<file path="config.mk">
export PLATFORM = sky130hd
export DESIGN_NAME = fetch_unit
export DESIGN_NICKNAME = d
export VERILOG_FILES = /design/src/rtl/fetch_unit.sv
export SDC_FILE = /design/constraint.sdc
export NUM_CORES = 1
export LEC_CHECK = 0
export ABC_AREA = 1
export BUFFER_PORTS_ARGS = -buffer_cell sky130_fd_sc_hd__buf_4
export CELL_PAD_IN_SITES_DETAIL_PLACEMENT = 1
export CELL_PAD_IN_SITES_GLOBAL_PLACEMENT = 2
export CORE_MARGIN = 2
export CORE_UTILIZATION = 40
export CTS_BUF_LIST = sky130_fd_sc_hd__clkbuf_4
export DETAILED_ROUTE_END_ITERATION = 10
export PLACE_DENSITY_LB_ADDON = 0.25
export SLEW_MARGIN = 20
export SYNTH_ARGS = -nofsm -noshare
export SYNTH_HDL_FRONTEND = slang
export SYNTH_SLANG_ARGS = --single-unit
</file>
<file path="constraint.sdc">
create_clock -name clk -period 8.05 [get_ports clk]
set_input_delay 1.61 -clock clk [delete_from_list [all_inputs] [get_ports clk]]
set_output_delay 1.61 -clock clk [all_outputs]
set_load 0.03 [all_outputs]
</file>
<file path="src/rtl/fetch_unit.sv">
// Instruction fetch front end: PC sequencing, in-order imem requests, a response
// FIFO feeding decode, redirect flush of stale responses and a sticky halt.
module fetch_unit #(
    parameter logic [31:0] RESET_PC = 32'h0000_0000,
    parameter int unsigned DEPTH    = 4
) (
    input  logic        clk,
    input  logic        rst_n,
    output logic        imem_req,
    output logic [31:0] imem_addr,
    input  logic        imem_ready,
    input  logic        imem_rvalid,
    input  logic [31:0] imem_rdata,
    output logic        ins_valid,
    output logic [31:0] ins,
    output logic [31:0] ins_pc,
    input  logic        ins_ready,
    input  logic        redirect_valid,
    input  logic [31:0] redirect_pc,
    input  logic        halt
);
    localparam int unsigned AW = $clog2(DEPTH);
    localparam int unsigned CW = AW + 1;
    localparam logic [CW-1:0] DEPTH_C = CW'(DEPTH);

    typedef enum logic {RUN, HALTED} state_t;
    state_t state, state_nxt;

    logic [31:0]   req_pc, resp_pc;
    logic [CW-1:0] occ, live, drop, stale;
    logic [AW-1:0] wr_ptr, rd_ptr;
    logic [31:0]   fifo_ins [DEPTH];
    logic [31:0]   fifo_pc  [DEPTH];

    logic        run, pop, accept, rsp_keep, rsp_drop, flush;
    logic [31:0] target;

    // State register
    always_ff @(posedge clk) begin
        if (!rst_n) state <= RUN;
        else        state <= state_nxt;
    end

    // Halt is sticky; only reset leaves HALTED
    always_comb begin
        state_nxt = state;
        if (state == RUN && halt) state_nxt = HALTED;
    end

    assign run       = rst_n && (state == RUN);
    assign ins_valid = run && (occ != '0);
    assign pop       = ins_valid && ins_ready;
    assign imem_req  = run && !halt && !redirect_valid && ((occ + live - CW'(pop)) < DEPTH_C);
    assign imem_addr = rst_n ? req_pc : RESET_PC;
    assign ins       = rst_n ? fifo_ins[rd_ptr] : '0;
    assign ins_pc    = rst_n ? fifo_pc[rd_ptr]  : '0;

    assign accept   = imem_req && imem_ready;
    assign rsp_drop = imem_rvalid && (drop != '0);
    assign rsp_keep = run && imem_rvalid && (drop == '0) && (live != '0);
    assign flush    = run && (halt || redirect_valid);
    assign target   = redirect_pc & ~32'h3;
    // A response arriving in the flush cycle is already stale, so it nets out here
    assign stale    = drop + live - CW'(rsp_drop || rsp_keep);

    always_ff @(posedge clk) begin
        if (!rst_n) begin
            req_pc  <= RESET_PC;
            resp_pc <= RESET_PC;
            occ     <= '0;
            live    <= '0;
            drop    <= '0;
            wr_ptr  <= '0;
            rd_ptr  <= '0;
        end else if (flush) begin
            occ    <= '0;
            live   <= '0;
            drop   <= stale;
            wr_ptr <= '0;
            rd_ptr <= '0;
            if (!halt) begin
                req_pc  <= target;
                resp_pc <= target;
            end
        end else begin
            occ  <= occ + CW'(rsp_keep) - CW'(pop);
            live <= live + CW'(accept) - CW'(rsp_keep);
            drop <= drop - CW'(rsp_drop);
            if (accept)   req_pc <= req_pc + 32'd4;
            if (rsp_keep) begin
                resp_pc <= resp_pc + 32'd4;
                wr_ptr  <= wr_ptr + AW'(1);
            end
            if (pop) rd_ptr <= rd_ptr + AW'(1);
        end
    end

    // FIFO storage needs no reset; occupancy qualifies it
    always_ff @(posedge clk) begin
        if (rsp_keep && !flush) begin
            fifo_ins[wr_ptr] <= imem_rdata;
            fifo_pc[wr_ptr]  <= resp_pc;
        end
    end

    always @(posedge clk) begin
        if (rst_n) begin
            assert (!(rsp_keep && !flush && occ == DEPTH_C));
            assert (!(imem_rvalid && live == '0 && drop == '0));
        end
    end
endmodule

</file>
==> results.toml <==
[setup_path]
start_kind = "primary input"
worst-path-buf-inv = 5
critical-path-max-stage-delay_ns = 0.35
critPathArrivalTime_ns = 3.73
critPathSlowestCell = "buf_4"
worstPathMaxFanout = 42
required_ns = 6.44
crit_path_end_kind = "primary output"
crit_path_cell_trace = "buf_4, nand2_1, a21oi_1, nand2_1, inv_1, ha_1, inv_1, ha_1, nand3_1, nand2_1, nand3_1, nand3_1, inv_1, buf_4"
kind_of_cell_adding_the_most_delay_to_the_critical_path = "simple AND/OR/NAND/NOR gates"
crit_type = "in2out"

[synthesis]
ys_seq_area_frac = 0.5837
post_synth_adder_cell_area = 0.01857
synth_area_per_cell_sq_um = 8.618
muxShareOfSynthArea = 0
gate_count_of_the_mapped_netlist = 1783
synth_compound_gate_area_share = 0.09576
netlist_area_sq_um = 15370
synth_top_family_by_area = "simple AND/OR/NAND/NOR gates"
synthesis_stage_register_bit_count = 324
post_synth_num_cell_types = 38
synthesized_area_fraction_occupied_by_xor_and_xnor_cells = 0.006840
synth_simple_gate_area_frac = 0.2323
yosys_warnings = 0

[placement]
dpl_cell_area_sq_um = 17010
routabilityCongestion = 0.8074
io_buffer_count = 162
numPlacedInstances = 2390
place.detailed.hpwl_mm = 29.25
pre_cts_slack_ns = 2.703

[power_and_ir_drop]
static-leakage-power_nw = 7.417
combinationalPowerShare = 0.086
power.total_mw = 3.563
sequentialPowerShare = 0.525
p_sw_frac = 0.2581
cell_internal_pwr_mw = 2.643
power_density_nw_per_um2 = 197.2
maximum_vdd_ir_drop_mv = 0.08483
p_clk_frac = 0.388
switchingPower_mw = 0.9196

[timing]
rsz0062_at_grt = "no"
min_hold_slack_ns = 0.4640
timing_max_transition_violations_final = 0
skew_ns = 0.06381
post-route-min-period_ns = 5.341
timing_hold_violations_final = 0
fin_ws_ns = 2.709
transition_at_the_pin_with_the_smallest_max_transition_slack_ns = 0.9691
setup_viol = 0
finalSetupTns_ns = 0
fmax_mhz = 187.2
period_share = 0.6634
max_slew_margin = 0.3539

[clock_network]
clk_root_buffer_cell = "clkbuf_4"
cts_repair_resize_count = 0
cts_hold_buf = 0
clock_sink_count = 324
clockBufferDepth = 3
clock_tree_from_tritoncts = "done"
path_clk_slew_ns = 0.06
post-cts-setup-buffers = 0
worstSkewPairLatency_ns = 0.75
numCtsBuffers = 85
cts-htree-levels = 3

[finish]
layout-drive-gt1-share = 0.1620
instances_no_fill = 2543
final.fill_count = 4516
final_net_count = 2058
finish.utilization = 0.4784
final_area_sq_um = 18060
area_growth_syn_to_layout_pct = 17.55

[global_route]
gr-usage-all-layers = 0.2275
grt_pass1_vias = 13540
grt_first_pass_wirelength_mm = 70.17
grt_max_degree = 65
aggregate_global_routing_overflow = 0
grt_antenna_before_repair = 1

[floorplan]
die_width_um = 200.0
core_sq_um = 37760
floorplan.die_area_sq_um = 40000
rows = 71
die_h_um = 200.0
ios = 169
starting_density_of_the_core = 0.4070

[hold_path]
worst_hold_path_type = "reg2reg"

[routing]
remaining_drc_errors = 0
drt_antenna_net_count = 0
finalWirelength_mm = 44.77
drt_first_pass_iters = 5
detail_route.wl_per_cell_um = 17.60
first_iter_violations = 619
routed-via-count = 12750
drt-vias-per-instance = 5.012

[status]
outcome = "finished, final reports clean"

[flow_run]
drv_cap = 0
[power groups by stage]
stage / combinational (mW) / sequential, mW / clock, mW
6_report: 0.307 / 1.87 / 1.38
5_1_grt: 0.348 / 1.88 / 1.51
4_1_cts: 0.311 / 1.87 / 1.43
3_5_place_dp: 0.308 / 1.91 / 0
3_3_place_gp: 0.297 / 1.91 / 0
2_1_floorplan: 0.203 / 1.89 / 0
[cells in the mapped netlist]
master,instances,area (sq um)
buf_6,2,22.52
inv_2,5,18.77
nand2_4,1,11.26
fa_1,3,60.06
o21a_1,1,7.510
nor3b_1,2,15.01
xor2_1,8,70.07
buf_2,18,90.09
inv_1,149,559.3
a21oi_1,103,515.5
nand3b_1,12,90.09
nor3_2,1,10.01
o211a_1,1,10.01
xnor2_1,4,35.03
nand3_1,70,350.3
nand2_2,2,12.51
ha_1,18,225.2
o21ai_1,1,5.000
o21ai_0,176,880.8
nand4_1,7,43.79
a21boi_0,1,7.510
o211ai_1,1,7.510
buf_1,13,48.80
nor2_1,441,1655
clkbuf_2,1,5.000
nor3_1,8,40.04
conb_1,1,3.750
a31oi_1,1,6.260
nand2_1,348,1306
o31ai_1,2,15.01
dfxtp_1,76,1521
buf_4,6,45.04
clkbuf_1,46,172.7
edfxtp_1,248,7447
nand3_2,1,10.01
a21oi_4,1,16.27
or2_2,3,18.77
nor2_2,1,6.260
[routing by layer]
| layer | vias to the layer above | part of all wire | global-route usage |
|---|---|---|---|
| li1 | 6258 | - | - |
| met1 | 6174 | 0.45 | 0.2867 |
| met2 | 248 | 0.48 | 0.3936 |
| met3 | 65 | 0.044 | 0.03847 |
| met4 | 0 | 0.023 | 0.08395 |
| met5 | - | 0 | 0 |
[cells by family after synthesis]
group,Yosys count
simple gates,897
flops,324
compound gates,288
buf+inv,240
fa+ha+maj,21
xor+xnor,12
other cells,1
[path summary, 6_finish.rpt]
check / startpoint / to / slack (ns) / depth (start not counted)
setup / recovery: rst_n / imem_req / 2.71 / 14
hold / removal: state / state / 0.46 / 2
hold reg to reg: state / state / 0.46 / 2
setup reg to reg: state / live[2] / 4.50 / 20
[worst reg2reg max path: cells and delay by family (launching register included)]
kind | cells | cell delay (ns)
AO/OA/AOI/OAI | 1 | 0.25
XOR/XNOR | 2 | 0.40
adder cells (fa/ha/maj) | 5 | 1.32
buffers and inverters | 5 | 0.52
flip-flops | 1 | 0.30
AND/OR/NAND/NOR | 7 | 0.69
[state kept, by name, summed over array words and instances, names as in the netlist, named ones only]
register  cells
fifo_ins    128
fifo_pc     120
req_pc       30
resp_pc      30
drop          3
live          3
occ           3
rd_ptr        2
wr_ptr        2
state         1
[layout make-up]
| cell class | count | area (sq um) | share of cell area |
|---|---|---|---|
| clock inverter | 29 | 123.9 | 0.006858 |
| clock buffer | 123 | 923.4 | 0.05112 |
| tap | 511 | 639.4 | 0.03540 |
| inverter | 154 | 579.3 | 0.03207 |
| multi-input combinational | 1222 | 5477 | 0.3032 |
| timing repair buffer | 179 | 1344 | 0.07440 |
| sequential | 324 | 8974 | 0.4968 |
| antenna | 1 | 2.502 | 0.0001385 |
[cell usage in the layout (no fill, tap or decap), types with 2 or more instances in the layout]
cell type,instances
a21oi_1,103
buf_4,179
clkbuf_4,123
clkinv_1,24
clkinv_2,2
conb_1,4
dfxtp_1,74
edfxtp_1,248
fa_1,3
ha_1,18
inv_1,148
inv_2,6
nand2_1,348
nand2_2,2
nand3_1,70
nand3b_1,12
nand4_1,7
nor2_1,437
nor2_4,4
nor3_1,8
nor3b_1,2
o21ai_0,176
o31ai_1,2
or2_2,3
xnor2_1,4
xor2_1,8
Note: power is estimated with default switching activity, not from simulation.
